<file path="src/rtl/vx_bits_remove_stage.sv">
// vx_bits_remove_stage
// Elastic two-entry pipeline stage that strips an S-bit field out of each of
// LANES N-bit words at a per-lane runtime position. The compacted word and the
// removed field are registered together. A main register plus one skid
// register give one beat per cycle under backpressure, and ready_in never
// depends combinationally on ready_out.
//
// Optional feature: define VX_BITS_REMOVE_PERF_EN to add the perf_xfers and
// perf_stalls counters and their output ports.

module vx_bits_remove_stage #(
  parameter int N     = 8,
  parameter int S     = 1,
  parameter int LANES = 1,
  localparam int POSW_RAW = $clog2(N - S + 1),
  localparam int POSW     = (POSW_RAW < 1) ? 1 : POSW_RAW
) (
  input  logic                     clk,
  input  logic                     reset,
  input  logic                     valid_in,
  output logic                     ready_in,
  input  logic [LANES*N-1:0]       data_in,
  input  logic [LANES*POSW-1:0]    pos_in,
  output logic                     valid_out,
  input  logic                     ready_out,
  output logic [LANES*(N-S)-1:0]   data_out,
  output logic [LANES*S-1:0]       removed_out,
  output logic                     pos_err
`ifdef VX_BITS_REMOVE_PERF_EN
  ,
  output logic [31:0]              perf_xfers,
  output logic [31:0]              perf_stalls
`endif
);

  localparam int DW = LANES * (N - S);
  localparam int RW = LANES * S;
  localparam logic [POSW-1:0] POS_MAX = POSW'(N - S);

  // Parameter legality is checked at elaboration time.
  if (N < 2) begin : g_bad_n
    $error("vx_bits_remove_stage: N must be at least 2");
  end
  if ((S < 1) || (S >= N)) begin : g_bad_s
    $error("vx_bits_remove_stage: S must satisfy 1 <= S < N");
  end
  if (LANES < 1) begin : g_bad_lanes
    $error("vx_bits_remove_stage: LANES must be at least 1");
  end

  // Occupancy encoded as {main_valid, skid_valid}.
  typedef enum logic [1:0] {
    EMPTY = 2'b00,
    ONE   = 2'b10,
    TWO   = 2'b11
  } state_t;

  state_t state, state_next;

  logic main_valid;
  logic skid_valid;
  logic in_xfer;
  logic out_xfer;

  logic load_main_in;
  logic load_main_skid;
  logic load_skid;

  logic [DW-1:0] ext_data;
  logic [RW-1:0] ext_rem;
  logic [LANES-1:0] lane_err;
  logic ext_err;

  logic [DW-1:0] main_data;
  logic [RW-1:0] main_rem;
  logic [DW-1:0] skid_data;
  logic [RW-1:0] skid_rem;
  logic skid_err;
  logic pos_err_q;

  assign main_valid = state[1];
  assign skid_valid = state[0];

  // Ready only follows skid occupancy; reset forces both handshakes low so no
  // transfer on either side can happen in a reset cycle.
  assign ready_in  = !skid_valid && !reset;
  assign valid_out = main_valid && !reset;
  assign in_xfer   = valid_in && ready_in;
  assign out_xfer  = valid_out && ready_out;

  assign data_out    = main_data;
  assign removed_out = main_rem;
  assign pos_err     = pos_err_q;

  // Per-lane extraction happens before the registers: the low p bits stay in
  // place, the bits above the field drop down by S, and the field itself is
  // returned separately. Positions beyond N-S clamp to the top field.
  for (genvar i = 0; i < LANES; i++) begin : g_lane
    logic [N-1:0]    word;
    logic [POSW-1:0] lane_pos;
    logic [POSW-1:0] eff_pos;
    logic            over;

    assign word     = data_in[i*N +: N];
    assign lane_pos = pos_in[i*POSW +: POSW];
    assign over     = (lane_pos > POS_MAX);
    assign eff_pos  = over ? POS_MAX : lane_pos;

    assign ext_data[i*(N-S) +: (N-S)] =
      (N-S)'(((word >> (eff_pos + S)) << eff_pos) |
             (word & ((N'(1) << eff_pos) - N'(1))));
    assign ext_rem[i*S +: S] = S'(word >> eff_pos);
    assign lane_err[i] = over;
  end

  assign ext_err = |lane_err;

  // Occupancy register; reset drops any buffered beats.
  always_ff @(posedge clk) begin
    if (reset) begin
      state <= EMPTY;
    end else begin
      state <= state_next;
    end
  end

  // Next occupancy and which register loads from where this cycle.
  always_comb begin
    state_next     = state;
    load_main_in   = 1'b0;
    load_main_skid = 1'b0;
    load_skid      = 1'b0;
    case (state)
      EMPTY: begin
        if (in_xfer) begin
          load_main_in = 1'b1;
          state_next   = ONE;
        end
      end
      ONE: begin
        if (in_xfer && out_xfer) begin
          load_main_in = 1'b1;
          state_next   = ONE;
        end else if (in_xfer) begin
          load_skid  = 1'b1;
          state_next = TWO;
        end else if (out_xfer) begin
          state_next = EMPTY;
        end
      end
      TWO: begin
        if (out_xfer) begin
          load_main_skid = 1'b1;
          state_next     = ONE;
        end
      end
      default: begin
        state_next = EMPTY;
      end
    endcase
  end

  // Payload registers. The skid entry carries its own range-error bit so the
  // sticky flag rises only when that beat reaches the main register.
  always_ff @(posedge clk) begin
    if (reset) begin
      main_data <= '0;
      main_rem  <= '0;
      skid_data <= '0;
      skid_rem  <= '0;
      skid_err  <= 1'b0;
    end else begin
      if (load_main_in) begin
        main_data <= ext_data;
        main_rem  <= ext_rem;
      end else if (load_main_skid) begin
        main_data <= skid_data;
        main_rem  <= skid_rem;
      end
      if (load_skid) begin
        skid_data <= ext_data;
        skid_rem  <= ext_rem;
        skid_err  <= ext_err;
      end
    end
  end

  // Sticky range-error flag, set when an offending beat lands in main.
  always_ff @(posedge clk) begin
    if (reset) begin
      pos_err_q <= 1'b0;
    end else if ((load_main_in && ext_err) || (load_main_skid && skid_err)) begin
      pos_err_q <= 1'b1;
    end
  end

`ifdef VX_BITS_REMOVE_PERF_EN
  logic [31:0] xfer_count;
  logic [31:0] stall_count;

  assign perf_xfers  = xfer_count;
  assign perf_stalls = stall_count;

  // Free-running wrap-around counters of output transfers and stalled cycles.
  always_ff @(posedge clk) begin
    if (reset) begin
      xfer_count  <= '0;
      stall_count <= '0;
    end else begin
      if (out_xfer) begin
        xfer_count <= xfer_count + 32'd1;
      end
      if (valid_out && !ready_out) begin
        stall_count <= stall_count + 32'd1;
      end
    end
  end
`endif

endmodule

</file>
<file path="config.mk">
export PLATFORM = sky130hd
export DESIGN_NAME = vx_bits_remove_stage
export DESIGN_NICKNAME = d
export VERILOG_FILES = /design/src/rtl/vx_bits_remove_stage.sv
export SDC_FILE = /design/constraint.sdc
export NUM_CORES = 1
export LEC_CHECK = 0
export CORE_UTILIZATION = 49
export DETAILED_ROUTE_END_ITERATION = 7
export GPL_TIMING_DRIVEN = 1
export MAX_ROUTING_LAYER = met4
export PLACE_DENSITY = 0.86
export RECOVER_POWER = 50
export REMOVE_ABC_BUFFERS = 1
export SETUP_SLACK_MARGIN = 0.15
export SYNTH_ARGS = -nofsm -noshare
export SYNTH_HDL_FRONTEND = slang
export SYNTH_SLANG_ARGS = --single-unit
</file>
<file path="constraint.sdc">
create_clock -name clk -period 2.2 [get_ports clk]
set_input_delay 0.22 -clock clk [delete_from_list [all_inputs] [get_ports clk]]
set_output_delay 0.22 -clock clk [all_outputs]
set_load 0.005 [all_outputs]
</file>
Yosys cells after proc, flatten, opt, wreduce, memory -nomap -nowiden
Cells that the tools add are included.
{"block": "totals", "output_inout_bits": 11, "elab_cells": 52, "input_bits": 15, "reg_bits": 20}
{"block": "op_classes", "add_sub_neg": 2, "n_shift": 4, "reduce_logical": 13, "eq_ne": 5, "bitwise_logic": 2, "n_mux": 18, "magnitude_cmp": 1}
{"op": "7-bit two-way mux", "n": 2}
{"op": "2-bit two-way mux", "n": 5}
{"op": "1-bit two-way mux", "n": 8}
{"op": "8-bit by 3-bit left shift with 7-bit output", "n": 1}
{"op": "8-bit by 3-bit right shift with 1-bit output", "n": 1}
{"op": "8-bit by 4-bit right shift with 8-bit output", "n": 1}
{"op": "7-bit bitwise AND", "n": 1}
{"op": "1-bit logical AND", "n": 7}
{"op": "7-bit OR", "n": 1}
{"op": "1-bit by 3-bit left shift with 7-bit output (first input constant)", "n": 1}
{"op": "7-bit by 1-bit subtractor with 7-bit output (second input constant)", "n": 1}
{"op": "2-bit case mux with 3 select lines", "n": 1}
{"op": "3-bit by 1-bit adder with 4-bit output (second input constant)", "n": 1}
{"op": "2-bit == test (second input constant)", "n": 2}
{"op": "2-bit != test (second input constant)", "n": 2}
{"op": "4-bit != test (second input constant)", "n": 1}
{"op": "3-bit > comparator (second input constant)", "n": 1}
{"op": "3-bit two-way mux", "n": 1}
{"op": "3-bit AND reduction", "n": 1}
{"op": "1-bit logical NOT", "n": 2}
{"op": "2-bit logical NOT", "n": 1}
{"op": "1-bit case mux with 2 select lines", "n": 1}
{"op": "2-bit nonzero test", "n": 1}
{"op": "1-bit logical OR", "n": 1}

Depth between registers and ports, before layout
{"block": "logic_depth", "word_depth": 8, "depth_mapped": 7, "depth_no_buf": 6}

Least setup slack after synthesis
Ideal clock, no wire load.
{"block": "synth_timing", "kind": "register to register", "startpoint": "register state[0]", "endpoint": "register main_data[0] (netlist: data_out[0])", "setup_time_ns": 0.065, "path_buffers": 1, "stages_incl_launch_ff": 8, "arrival_time_ns": 1.629, "path_slack_ns": 0.506, "required_ns": 2.135, "cell_sequence": "dfxtp_1 -> inv_1 -> ha_1 -> and4b_1 -> o21ai_2 -> buf_6 -> mux2_2 -> nor2_1"}
{"block": "synth_via", "elab_chain_len": 7, "word_cells_on_any_way": 13}
{"element": "start: declaration", "line": "58", "text": "state_t state, state_next;"}
{"element": "start signal: assignment", "line": "123", "text": "state <= state_next;"}
{"element": "1-bit logical NOT", "line": "86", "text": "assign ready_in = !skid_valid && !reset;"}
{"element": "1-bit logical AND", "line": "86"}
{"element": "1-bit logical AND", "line": "88", "text": "assign in_xfer = valid_in && ready_in;"}
{"element": "1-bit logical AND", "line": "141", "text": "if (in_xfer && out_xfer) begin"}
{"element": "1-bit two-way mux", "line": "141"}
{"element": "1-bit case mux with 2 select lines", "line": "133", "text": "case (state)"}
{"element": "7-bit two-way mux or 2-bit nonzero test (tied branches)"}
{"element": "end signal: assignment", "line": "174", "text": "main_data <= ext_data;"}
{"element": "end signal: assignment", "line": "177", "text": "main_data <= skid_data;"}
{"element": "end: declaration", "line": "74", "text": "logic [DW-1:0] main_data;"}
Parallel ways exist; a longest one is shown, timed or not.
A chain may end at the register's enable or synchronous reset.

Worst setup path after layout
{"block": "layout_timing", "startpoint": "register state[0]", "endpoint": "register state[1]"}
{"block": "layout_via", "elab_chain_len": 6, "word_cells_on_any_way": 14}
{"element": "1-bit logical NOT", "line": "86"}
{"element": "1-bit logical AND", "line": "86"}
{"element": "1-bit logical AND", "line": "88"}
{"element": "2-bit two-way mux or 1-bit logical AND (tied branches)", "line": "144, 141"}
{"element": "2-bit two-way mux or 4-bit != test (tied branches)"}
{"element": "2-bit case mux with 3 select lines or 3-bit AND reduction (tied branches)"}
Parallel ways exist; a longest one is shown, timed or not.

==> results.ini <==
[global_route]
antenna_found_initial = 0
grtUsageTotal_pct = 19.8
globalRouteOverflowTotal = 0
grt_pass1_vias = 851
grt_pass1_wl_microns = 3680
grt_max_degree = 19

[timing]
finalSetupTns_ns = 0
finalMaxSlewViolations = 0
fin_ws_ns = 0.349
finalCriticalPeriod_ns = 1.85
hold_viol = 0
finalSetupViolCount = 0
worst_pin_slew_ns = 0.312
finClkSkew_ns = 0.00809
finalCritPeriodShare_pct = 84.2
whs_ns = 0.480
fmax_ghz = 0.540
relSlewSlack_pct = 78.6
rsz0062_at_grt = no

[logic_synthesis]
synth.distinct_cells = 32
synth_compound_area_share_pct = 10.2
synthArstFlopShare_pct = 0
syn_area_sq_mm = 0.00116
synth_most_common_cell = dfxtp_1
yosysSeqAreaShare_pct = 34.4
synth.area.top_cells = dfxtp_1, mux2i_1, mux2_2
synth_enable_flop_cells = 0
netlist.area_leader.share_pct = 34.4
yosysWarnings = 0
synth_top_family_by_area = multiplexers
synth.mux.area_fraction_pct = 23.6
syn-instance-count = 117
ys_top_cells_by_count = dfxtp_1, nor2_1, mux2i_1
synth_fa_ha_area_share_pct = 4.31
synth.avg_cell_area_sq_um = 9.93
synthXorXnorAreaFrac_pct = 0
yosysTopAreaCell = dfxtp_1
ys.flop_type = dfxtp_1
ys_seq_elements = 20
synth-simple-area-share_pct = 18.4

[floorplanning]
core-area_sq_mm = 0.00223
die_area_sq_mm = 0.00257
boundaryPins = 26
fp.dieH_microns = 50.7
initial_core_util_pct = 52.0
die_w_microns = 50.7
num_rows = 17

[critical_path]
cp_data_required_time_ns = 2.39
crit_type = reg -> reg
worstSetupStartpointType = register
critPathArrivalTime_ns = 2.04
endpoint_kind = register
max_stage_delay_ns = 0.49
path_cells = inv_1, ha_1, or2_2, o211ai_1, and2_2, mux2_1
crit_slowest_cell = dfxtp_1
critical-path-top-delay-family = flip-flops
crit_path_max_fanout = 6
crit_buf_inv = 1

[power_and_ir_drop]
leakagePower_nw = 0.592
p_int_uw = 646
p_seq_share_pct = 47.4
p_clk_share_pct = 17.8
powerDensity_mw_per_mm2 = 654
swShare_pct = 30.4
vdd_drop_max_uv = 545
p_comb_share_pct = 34.8
p_sw_uw = 282

[outcome]
status = finished, final reports clean

[final_layout]
fillCellCount = 191
layout-drive-gt1-share_pct = 14.1
num_antenna_cells = 0
fin_nets = 163
syn_to_final_growth_pct = 22.0

[place]
place_ws_ns = 0.199
gp_congestion = 0.834
portBuffers = 25
place.detailed.hpwl_microns = 1790

[route]
drcViolationCount = 0
drtAntennaViolNets = 0
num_vias = 937
drt_iter0_drc = 14
wl_per_cell_microns = 13.4
routed_wirelength_microns = 2280
vias_per_cell = 5.51
drt_pass1_iterations = 4

[clock_tree]
cts-root-buf = clkbuf_4
cts-resized-gates = 0
clk_pin_slew_ns = 0.09
numClockSinks = 20
cts_setup_buffers = 0
htreeDepth = 1
cts_buffer_depth = 2
cts_tree = done
hold_buffers = 0
insertion_delay_ns = 0.30
numCtsBuffers = 3

[hold_path]
hp-class = reg -> reg

[flow_run]
drv_cap = 0

layout make-up:
cell class / count / area [sq um] / share of cell area [%]
Clock buffer: 3 / 22.5 / 1.59
Sequential cell: 20 / 400 / 28.2
Inverter: 3 / 11.3 / 0.794
Tap cell: 28 / 35.0 / 2.47
Multi-Input combinational cell: 85 / 657 / 46.3
Timing Repair Buffer: 31 / 292 / 20.6
layout by cell type, fill, tap and decap left out, types with 3 or more instances in the layout:
cell,instances
dfxtp_1,20
nor2_1,18
clkdlybuf4s50_1,16
mux2i_1,12
nand2_1,9
dlygate4sd3_1,9
mux2_2,8
a211oi_1,7
buf_4,5
a21oi_1,4
ha_1,4
inv_1,3
clkbuf_4,3
power by group through the flow:
stage                     Sequential, mW  Clock, mW  Combinational [mW]
after global routing               0.445      0.186               0.356
after floorplan                    0.443          0               0.192
after detailed placement           0.448          0               0.330
final                              0.440      0.165               0.323
after global placement             0.446          0               0.313
after CTS                          0.440      0.177               0.331
layer usage:
| layer | global-route usage [%] | part of all wire (%) | vias up |
|---|---|---|---|
| met2 | 30.4 | 45 | 28 |
| met1 | 24.1 | 47 | 428 |
| met3 | 5.15 | 5.2 | 8 |
| met5 | - | 0 | - |
| li1 | - | - | 473 |
| met4 | 9.26 | 2.4 | 0 |
worst paths after layout:
kind            start  endpoint  slack (ns)  cells after the start
min reg2reg  skid_err  skid_err        0.48                      1
min          skid_err  skid_err        0.48                      1
max          state[0]  state[1]        0.35                      6
max reg2reg  state[0]  state[1]        0.35                      6
logic make-up (layout without fill, tap and decap cells):
kind of cell	Yosys count	after routing
fa+ha+maj	4	4
compound gates	17	17
flops	20	20
buf+inv	12	37
mux	23	23
simple gates	41	41
stage by stage:
step	cells	util [%]	total power, mW	instance area, sq um
3_5_place_dp	167	62.6	0.778	1400
2_1_floorplan	108	-	0.635	1070
3_3_place_gp	167	62.6	0.759	1400
6_report	170	63.5	0.928	1420
4_1_cts	170	63.6	0.947	1420
5_1_grt	170	63.5	0.987	1420
state kept, by name (all words and copies together) (netlist names):
name / count
state: 2
pos_err: 1
skid_data: 7
removed_out: 1
skid_rem: 1
data_out: 7
skid_err: 1
No activity file was read; power rests on OpenSTA's default activity.
